<file path="src/rtl/sdram_arb_pkg.sv">
// Shared types, client count and default parameters for the two-client
// SDRAM host-port arbiter.
package sdram_arb_pkg;

    localparam int NUM_CLIENTS       = 2;
    localparam int DEFAULT_DW        = 16;
    localparam int DEFAULT_BURST_LEN = 128;
    localparam int DEFAULT_RD_LAT    = 1;

    typedef enum logic [1:0] {
        ST_IDLE  = 2'd0,
        ST_BURST = 2'd1,
        ST_GAP   = 2'd2
    } state_t;

    // Round-robin pick: on a tie the client that was not granted last wins.
    function automatic logic rr_pick(input logic [NUM_CLIENTS-1:0] req,
                                     input logic                   last_gnt);
        if (req[0] && req[1]) begin
            return ~last_gnt;
        end
        return req[1];
    endfunction

endpackage

</file>
<file path="src/rtl/sdram_arb_rdpipe.sv">
// Read-return delay line: carries a valid bit and a 1-bit client tag so each
// returning word is routed to the client that issued the read.
module sdram_arb_rdpipe #(
    parameter int RD_LAT = 1
) (
    input  logic clk,
    input  logic rst_n,
    input  logic in_valid,
    input  logic in_id,
    output logic out_valid,
    output logic out_id,
    output logic any_valid
);

    logic [RD_LAT-1:0] vld_q;
    logic [RD_LAT-1:0] id_q;

    always_ff @(posedge clk) begin
        if (!rst_n) begin
            vld_q <= '0;
            id_q  <= '0;
        end else begin
            vld_q[0] <= in_valid;
            id_q[0]  <= in_id;
            for (int i = 1; i < RD_LAT; i++) begin
                vld_q[i] <= vld_q[i-1];
                id_q[i]  <= id_q[i-1];
            end
        end
    end

    assign out_valid = vld_q[RD_LAT-1];
    assign out_id    = id_q[RD_LAT-1];
    assign any_valid = |vld_q;

endmodule

</file>
<file path="src/rtl/sdram_port_arbiter.sv">
// Two-client burst arbiter in front of the SDRAM controller host FIFOs:
// round-robin grant, atomic fixed-length bursts, tagged read returns.
module sdram_port_arbiter
    import sdram_arb_pkg::*;
#(
    parameter int DW        = DEFAULT_DW,
    parameter int BURST_LEN = DEFAULT_BURST_LEN,
    parameter int RD_LAT    = DEFAULT_RD_LAT
) (
    input  logic                   iCLK,
    input  logic                   iRST_n,
    input  logic [NUM_CLIENTS-1:0] iREQ,
    input  logic [NUM_CLIENTS-1:0] iRW,
    input  logic [DW-1:0]          iWDATA0,
    input  logic [DW-1:0]          iWDATA1,
    output logic [NUM_CLIENTS-1:0] oGNT,
    output logic [NUM_CLIENTS-1:0] oWACK,
    output logic [DW-1:0]          oRDATA,
    output logic [NUM_CLIENTS-1:0] oRVALID,
    input  logic                   iFIFO_RDY,
    output logic                   write,
    output logic [DW-1:0]          writedata,
    output logic                   read,
    input  logic [DW-1:0]          readdata,
    output logic                   oBUSY,
    output logic [1:0]             dbg_state
);

    localparam int             CW        = $clog2(BURST_LEN + 1);
    localparam logic [CW-1:0]  LAST_WORD = CW'(BURST_LEN - 1);

    // Handshake: a word moves on a cycle where write or read is high; those
    // strobes are only raised while iFIFO_RDY is high, so strobe == transfer
    // and oWACK/the word counter follow the strobe in the same cycle.

    state_t          state_q;
    state_t          state_d;
    logic            gnt_idx_q;
    logic            rw_q;
    logic            last_gnt_q;
    logic [CW-1:0]   word_cnt_q;
    logic [DW-1:0]   rdata_q;
    logic            winner;
    logic            xfer;
    logic            pipe_valid;
    logic            pipe_id;
    logic            pipe_any;

    assign winner = rr_pick(iREQ, last_gnt_q);

    // A word is never issued in a cycle whose edge samples reset, so an
    // aborted burst cannot leave a read outstanding in the FIFO.
    assign xfer = (state_q == ST_BURST) && iFIFO_RDY && iRST_n;

    always_ff @(posedge iCLK) begin
        if (!iRST_n) begin
            state_q <= ST_IDLE;
        end else begin
            state_q <= state_d;
        end
    end

    always_comb begin
        state_d = state_q;
        unique case (state_q)
            ST_IDLE: begin
                if (|iREQ) begin
                    state_d = ST_BURST;
                end
            end
            ST_BURST: begin
                if (xfer && (word_cnt_q == LAST_WORD)) begin
                    state_d = ST_GAP;
                end
            end
            ST_GAP: begin
                state_d = ST_IDLE;
            end
            default: begin
                state_d = ST_IDLE;
            end
        endcase
    end

    always_ff @(posedge iCLK) begin
        if (!iRST_n) begin
            gnt_idx_q  <= 1'b0;
            rw_q       <= 1'b0;
            last_gnt_q <= 1'b1;
            word_cnt_q <= '0;
            rdata_q    <= '0;
        end else begin
            if ((state_q == ST_IDLE) && (|iREQ)) begin
                gnt_idx_q  <= winner;
                rw_q       <= iRW[winner];
                word_cnt_q <= '0;
            end else if (xfer) begin
                word_cnt_q <= word_cnt_q + 1'b1;
            end
            if (state_q == ST_GAP) begin
                last_gnt_q <= gnt_idx_q;
            end
            if (pipe_valid) begin
                rdata_q <= readdata;
            end
        end
    end

    sdram_arb_rdpipe #(
        .RD_LAT (RD_LAT)
    ) u_rdpipe (
        .clk       (iCLK),
        .rst_n     (iRST_n),
        .in_valid  (read),
        .in_id     (gnt_idx_q),
        .out_valid (pipe_valid),
        .out_id    (pipe_id),
        .any_valid (pipe_any)
    );

    always_comb begin
        oGNT      = '0;
        oWACK     = '0;
        write     = 1'b0;
        read      = 1'b0;
        writedata = '0;
        if (state_q == ST_BURST) begin
            oGNT = gnt_idx_q ? 2'b10 : 2'b01;
        end
        if (xfer && rw_q) begin
            write     = 1'b1;
            writedata = gnt_idx_q ? iWDATA1 : iWDATA0;
            oWACK     = oGNT;
        end
        if (xfer && !rw_q) begin
            read = 1'b1;
        end
    end

    // Returned data is shown live on its valid cycle and held afterwards.
    assign oRVALID   = pipe_valid ? (pipe_id ? 2'b10 : 2'b01) : 2'b00;
    assign oRDATA    = pipe_valid ? readdata : rdata_q;
    assign oBUSY     = (state_q != ST_IDLE) || pipe_any;
    assign dbg_state = state_q;

    a_no_rw_overlap: assert property (@(posedge iCLK) disable iff (!iRST_n)
        !(write && read));
    a_gnt_onehot: assert property (@(posedge iCLK) disable iff (!iRST_n)
        $onehot0(oGNT));

endmodule

</file>
<file path="config.mk">
export PLATFORM = sky130hd
export DESIGN_NAME = sdram_port_arbiter
export DESIGN_NICKNAME = d
export VERILOG_FILES = /design/src/rtl/sdram_arb_pkg.sv /design/src/rtl/sdram_arb_rdpipe.sv /design/src/rtl/sdram_port_arbiter.sv
export SDC_FILE = /design/constraint.sdc
export NUM_CORES = 1
export LEC_CHECK = 0
export CORE_ASPECT_RATIO = 1.4
export CORE_MARGIN = 8
export CORE_UTILIZATION = 34
export CTS_BUF_LIST = sky130_fd_sc_hd__clkbuf_8
export DETAILED_ROUTE_END_ITERATION = 12
export PLACE_DENSITY = 0.86
export SYNTH_ARGS = -nofsm -noshare
export SYNTH_HDL_FRONTEND = slang
export SYNTH_SLANG_ARGS = --single-unit
</file>
<file path="constraint.sdc">
create_clock -name iCLK -period 1.4 [get_ports iCLK]
set_input_delay 0.14 -clock iCLK [delete_from_list [all_inputs] [get_ports iCLK]]
set_output_delay 0.14 -clock iCLK [all_outputs]
set_load 0.005 [all_outputs]
</file>
Yosys cells after proc, flatten, opt, wreduce, memory -nomap -nowiden

Index checks and enable logic that the tools add are counted.
W data, S select, Z words.

Add/subtract/negate cells: 1
Multiply operators: 0
Divide/modulo/power cells: 0
Magnitude comparators: 1
Eq/ne operators: 5
Shift-type cells: 0
Muxes and demuxes: 18
Bitwise logic cells: 2
Reductions and logical operators: 14

Operators with widths:

| kind                  | number |
|---|---|
| $mux W16              | 3 |
| $mux W2               | 7 |
| $add A8 B1 Y8 const B | 1 |
| $eq A8 B7 Y1 const B  | 1 |
| $logic_and A1 B1 Y1   | 7 |
| $mux W1               | 7 |
| $ne A2 B2 Y1 const B  | 2 |
| $pmux W2 S2           | 1 |
| $reduce_or A2 Y1      | 2 |
| $eq A2 B1 Y1 const B  | 1 |
| $eq A2 B2 Y1 const B  | 1 |
| $logic_not A2 Y1      | 1 |
| $lt A1 B2 Y1 const B  | 1 |
| $not A1 Y1            | 2 |
| $reduce_and A2 Y1     | 1 |
| $reduce_bool A2 Y1    | 1 |
| $logic_not A1 Y1      | 1 |
| $logic_or A1 B1 Y1    | 1 |

Register bits: 31
Bits in latches: 0
Memory bits (writable): 0
Memory bits (read-only): 0
Output and inout port bits: 43
Logic and storage cells: 49
Memories: 0

Depth between registers and ports, before layout

Gate-level depths: netlist (run 1).

Word-level depth: 6
Mapped depth: 6

Hierarchy

From an unflattened synthesis (run 1), not the netlist that was laid out.

Cells, all modules: 156
Area, all modules: 1607.8 µm²

By module, submodules not included:

| module             | times used | cells each | area each (µm²) |
|---|---|---|---|
| sdram_port_arbiter | 1          | 151        | 1547.7 |
| sdram_arb_rdpipe   | 1          | 5          | 60.1 |

Least setup slack after synthesis (run 1)

OpenSTA, ideal clock, no wires.

Path type: register to output
From: register state_q[0], in the netlist dbg_state[0]
To: output writedata[10]
Arrival: 1.277 ns
Data required time: 1.260 ns
Path slack: -0.017 ns
Cell stages (with the launch flop): 6
Buffers on the path: 2
Cells stage by stage: dfxtp_1 and4b_4 and3_1 buf_4 buf_6 a22o_1

Cells in the longest elaborated chain, start to end: 5

Ends and longest elaborated chain:

| what                              | line                      | text |
|---|---|---|
| start, declared                   | sdram_port_arbiter.sv:36  | `state_t state_q;` |
| start signal, assigned            | sdram_port_arbiter.sv:59  | `state_q <= state_d;` |
| $eq A2 B1 Y1                      | sdram_port_arbiter.sv:53  | `assign xfer = (state_q == ST_BURST) && iFIFO_RDY && iRST_n;` |
| $logic_and A1 B1 Y1 (2 in series) | sdram_port_arbiter.sv:53  |  |
| $logic_and A1 B1 Y1               | sdram_port_arbiter.sv:130 | `if (xfer && rw_q) begin` |
| $mux W16                          | sdram_port_arbiter.sv:130 |  |
| end, declared                     | sdram_port_arbiter.sv:22  | `output logic [DW-1:0] writedata,` |

Every way passes these cells.

Worst setup path after layout (run 1)

From: register state_q[1], in the netlist dbg_state[1]
To: output writedata[12]

Same word-level chain as after synthesis.

==> out/qor.yml, run 1 <==
logic_synthesis:
  synth.largest_area_cell: "dfxtp_1"
  synthFlopType: "dfxtp_1"
  synthTopCellsByCount: "dfxtp_1, and2_1, mux2_2, a22o_1, nor2_1"
  synth-edff-count: 0
  synthDistinctLibCells: 40
  async_flop_share_pct: 0
  netlist.area_leader.share_pct: 40.1
  yosys.cell_count.top_type: "dfxtp_1"
  netlist_area_um2: 1550
  syn-num-nets: 210
  synthTopCellsByArea: "dfxtp_1, mux2_2, a22o_1"
  ys_seq_elements: 31
  yosys_warnings: 0
  syn_area_per_cell_um2: 10.1
  ys_seq_area_share_pct: 40.1
  syn_inst: 154
sta:
  timing.final.crit_period_ns: 1.77
  slew_violations: 0
  worst_pin_slew_ns: 0.260
  max_freq_ghz: 0.566
  fin_crit_sh_pct: 126
  rsz0062_at_grt: "yes"
  fin_ws_ns: -0.367
  fin_skew_ns: 0.00329
  tns_ns: -5.55
  max-slew-margin-rel_pct: 82.5
  hold_violations: 0
  setup_viol: 33
cells_and_area:
  final_layout_size_suffix_gt1_share_pct: 43.9
  nNetsFinal: 344
  area_delta_synth_final_pct: 101
  final_util_pct: 69.7
  diodes: 0
clocking:
  root_buffer: "clkbuf_8"
  cts_hold_buf: 0
  clk_latency_ns: 0.28
  cts_buffers: 5
  cts.sinks: 31
  clk_pin_slew_ns: 0.07
  htreeDepth: 2
  cts_buffer_depth: 2
  cts_tree: "yes"
min_path:
  hold_path.class: "primary input to register"
placement:
  gp_congestion: 0.731
  dpl.hpwl_mm: 4.14
  port_buffers: 97
run_status:
  violations: "setup timing"
  status: "finished, violations left"
setup_path:
  r2r_setup_slack_ns: -0.11
  worstPathArrival_ns: 1.63
  cp_max_fo: 8
  worstPathRequired_ns: 1.26
  crit_type: "register to primary output"
  end_kind: "primary output"
  startpoint_type: "register"
detailed_routing:
  vias: 1733
  first_pass_iters: 4
  drt_iter0_markers: 82
  drt_wl_total_mm: 6.51
  routedWlPerCell_um: 18.5
  viasPerCell: 4.94
  antenna_left: 0
  drc: 0
power_and_ir_drop:
  total_power_w: 0.00230
  ir_drop_mv: 0.523
  p_per_area_nw_per_um2: 740
  p_leak_nw: 1.38
floorplan:
  die_x_um: 73.0
  dieArea_um2: 7000
  core_um2: 4460
  rows: 29
  io_pins: 98
  initial_core_util_pct: 34.7
  die_height_um: 95.8
global_routing:
  grt_pass1_wl_mm: 9.94
  grt_max_degree: 23
  grt_use_total_pct: 18.2
  gr-total-overflow: 0
  antenna_found_initial: 0
  first_global_vias: 1893
flow_run:
  max-cap-violations: 0
state kept, by name (all words and copies together) (netlist names):
name                flops
rdata_q                16
word_cnt_q              8
dbg_state               2
gnt_idx_q               1
last_gnt_q              1
rw_q                    1
u_rdpipe.any_valid      1
u_rdpipe.out_id         1
per-stage QoR:
stage | hold WS, ns | cells | area, µm² | setup WS [ns]
final | 0.425 | 351 | 3110 | -0.367
after global routing | 0.447 | 351 | 3110 | -0.400
after CTS | 0.422 | 358 | 3250 | -0.348
after detailed placement | 0.473 | 322 | 2720 | -0.710
after global placement | 0.456 | 322 | 2720 | -0.653
after floorplan | 0.396 | 154 | 1550 | 0.0491
repair_timing:
item / in CTS / in global routing
setup endpoints to repair: 48 / 49
setup buffers: 23 / 5
gates cloned: 5 / 0
resized for setup: 216 / 29
pin swaps: 13 / 9
critical path, cell delays in order, from the launching register on:
cell and delay (ns):
dfxtp_2 0.33, and4b_4 0.34, and3_4 0.22, buf_12 0.12
buf_4 0.10, a22o_1 0.12, buf_2 0.12
routing by layer:
| metal | vias up | routed length [µm] | GRT usage (%) |
|---|---|---|---|
| li1 | 829 | - | - |
| met1 | 841 | 2450 | 18.5 |
| met2 | 53 | 3680 | 34.9 |
| met3 | 10 | 268 | 4.48 |
| met4 | 0 | 101 | 6.37 |
| met5 | - | 0 | 0 |
where the power goes:
group,total (W),internal [W],leakage (nW),switching [W]
combinational,0.000594,0.000392,1.07,0.000202
clock,0.000774,0.000441,0.0557,0.000333
sequential,0.000935,0.000913,0.254,0.0000223
cells by family (layout without fill, tap and decap cells):
group	count (synthesis)	count (layout)	synth area share, %
compound gates	36	36	17.9
flops	31	31	40.1
simple gates	51	51	22.2
mux	19	19	13.7
xor+xnor	1	1	0.566
buf+inv	15	150	4.77
fa+ha+maj	1	1	0.808
cell usage in the layout, fill, tap and decap left out, types with 2 or more instances in the layout:
cell type and instances:
mux2i_1 2, clkbuf_8 7, dlygate4sd2_1 5, buf_8 2, inv_1 5, o211ai_1 2
a21oi_1 3, buf_12 4, o31ai_1 2, nand2_1 5, clkbuf_2 2, clkdlybuf4s50_1 52
nand2b_1 3, mux2_4 16, a21oi_2 3, dfxtp_1 26, nand3_1 2, dfxtp_2 2
and2_1 18, buf_4 19, o21ai_0 2, buf_6 32, dfxtp_4 3, nor2_1 5
nor4_4 2, a22o_1 16, buf_2 20, or4_4 3
final cells by class:
cell class | instances | area, µm²
Clock buffer | 7 | 96.3
Clock inverter | 1 | 3.75
Inverter | 5 | 18.8
Fill cell | 337 | 1350
Timing Repair Buffer | 137 | 1300
Sequential cell | 31 | 634
Multi-Input combinational cell | 108 | 982
Tap cell | 62 | 77.6
worst paths after layout:
| kind | from | end | depth (start not counted) |
|---|---|---|---|
| worst max register to register | dbg_state[1] | word_cnt_q[5] | 5 |
| worst min register to register | word_cnt_q[1] | word_cnt_q[1] | 2 |
| worst min-delay path | iRST_n | last_gnt_q | 3 |
| worst max-delay path | dbg_state[1] | writedata[12] | 6 |
No activity file was read; power rests on OpenSTA's default activity.
==> run 2: changes to the inputs <==
CTS_CLUSTER_DIAMETER = 80   (was unset)
MAX_ROUTING_LAYER = met4   (was unset)
==> run 2 against run 1 <==
Against the previous run: the flow still finishes with violations (setup timing); global-route usage up 0.70 points; clock skew up 0.0019 ns; sequential power is essentially flat; via count is 0.35% lower; count of clock-buffer cells in the layout did not move; worst setup slack gained 0.0056 ns; core utilization is 0.42 points higher; flip-flop and latch count is the same; fmax rose by 0.32%; first-iteration DRC count decreased by 22%; non-clock buffer count unchanged; critical endpoint unchanged.
==> out/qor.yml, run 2 (synthesized netlist as in run 1, its figures left out) <==
run_status:
  status: "finished, violations left"
  violations: "setup timing"
floorplan:
  die_x_um: 73.0
  dieArea_um2: 7000
  die_height_um: 95.8
  rows: 29
  core_um2: 4460
  initial_core_util_pct: 34.7
  io_pins: 98
cells_and_area:
  mostFrequentLayoutCells: "clkdlybuf4s50_1, buf_6, dfxtp_1, buf_2, and2_1"
  largest_register_ffs: 16
  nNetsFinal: 344
  regMostFlops: "rdata_q"
  layout_commonest_cell: "clkdlybuf4s50_1"
  final_layout_size_suffix_gt1_share_pct: 43.9
  area_delta_synth_final_pct: 102
  final_util_pct: 70.1
  diodes: 0
  final_cell_area_um2: 3130
global_routing:
  grt_max_degree: 23
  first_global_vias: 1886
  gr-total-overflow: 0
  antenna_found_initial: 0
  grt_pass1_wl_mm: 9.98
  grt_use_total_pct: 18.9
setup_path:
  worstPathRequired_ns: 1.26
  r2r_setup_slack_ns: -0.22
  end_kind: "primary output"
  cp_max_fo: 8
  crit_type: "register to primary output"
  worst-r2r-cell-count: 6
  startpoint_type: "register"
  worstPathArrival_ns: 1.62
clocking:
  cts_hold_buf: 0
  cts.sinks: 31
  root_buffer: "clkbuf_8"
  clk_latency_ns: 0.28
  htreeDepth: 2
  cts_buffers: 5
  cts_buffer_depth: 2
  clk_pin_slew_ns: 0.07
  cts_tree: "yes"
sta:
  max_freq_ghz: 0.568
  worst_pin_slew_ns: 0.360
  timing.final.crit_period_ns: 1.76
  max-slew-margin-rel_pct: 75.9
  setup_viol: 34
  slew_violations: 0
  fin_ws_ns: -0.362
  tns_ns: -6.22
  hold_violations: 0
  fin_crit_sh_pct: 126
  fin_skew_ns: 0.00523
  rsz0062_at_grt: "yes"
detailed_routing:
  viasPerCell: 4.92
  drt_iter0_markers: 64
  antenna_left: 0
  routedWlPerCell_um: 18.7
  vias: 1727
  first_pass_iters: 4
  drc: 0
  drt_wl_total_mm: 6.58
flow_run:
  max-cap-violations: 0
placement:
  gp_congestion: 0.740
  port_buffers: 97
  placed_area_um2: 2720
  dpl.hpwl_mm: 4.14
power_and_ir_drop:
  p_sw_share_pct: 24.3
  p_per_area_nw_per_um2: 738
  p_int_w: 0.00175
  power_frac_comb_pct: 26.1
  clock_power_share_pct: 33.4
  ir_drop_mv: 0.522
  p_leak_nw: 1.39
  p_sw_w: 0.000560
  seqPwrFrac_pct: 40.5
min_path:
  hold_path_depth: 3
  hold_path.class: "primary input to register"
[run 2: final cells by class]
cell class	instances	area [µm²]
clock buffers	7	96.3
clock inverters	1	3.75
inverters	5	18.8
flip-flops and latches	31	633
fillers	328	1330
repair buffers	137	1310
well taps	62	77.6
multi-input cells	108	995
[run 2: final timing paths]
check,startpoint,to
max,dbg_state[1],writedata[12]
min,iRST_n,last_gnt_q
max reg2reg,dbg_state[1],word_cnt_q[6]
min reg2reg,word_cnt_q[1],word_cnt_q[1]
[run 2: stage by stage]
stage / total power, W / hold WS, ns / setup slack (ns) / std cells
final: 0.00231 / 0.425 / -0.362 / 351
after CTS: 0.00233 / 0.422 / -0.348 / 358
after detailed placement: 0.00146 / 0.473 / -0.710 / 322
after floorplan: 0.00111 / 0.396 / 0.0491 / 154
after global placement: 0.00144 / 0.456 / -0.653 / 322
after global routing: 0.00241 / 0.445 / -0.406 / 351
[run 2: worst max-delay path: stages (launching register included)]
cell and delay (ns):
dfxtp_2 0.33, and4b_4 0.34, and3_4 0.22, buf_12 0.12, buf_4 0.10, a22o_1 0.12, buf_2 0.12
[run 2: what timing repair did]
action,in CTS,in global routing
gates resized for setup,216,32
pin swaps,13,11
gates cloned,5,0
endpoints found under the setup margin,48,50
setup buffers,23,5
[run 2: power groups by stage]
| stage | clock network (W) | logic, W | registers (W) |
|---|---|---|---|
| floorplan | 0 | 0.000162 | 0.000951 |
| global placement | 0 | 0.000496 | 0.000948 |
| detailed placement | 0 | 0.000506 | 0.000951 |
| CTS | 0.000778 | 0.000622 | 0.000933 |
| global route | 0.000836 | 0.000641 | 0.000937 |
| finish | 0.000773 | 0.000602 | 0.000935 |
[run 2: routing by layer]
layer  vias up  global-route usage, %  part of all wire (%)
met4         0                   6.37                   1.3
li1        829                      -                     -
met5         -                      -                     0
met2        57                   35.0                    57
met3         8                   4.80                   3.7
met1       833                   18.6                    38
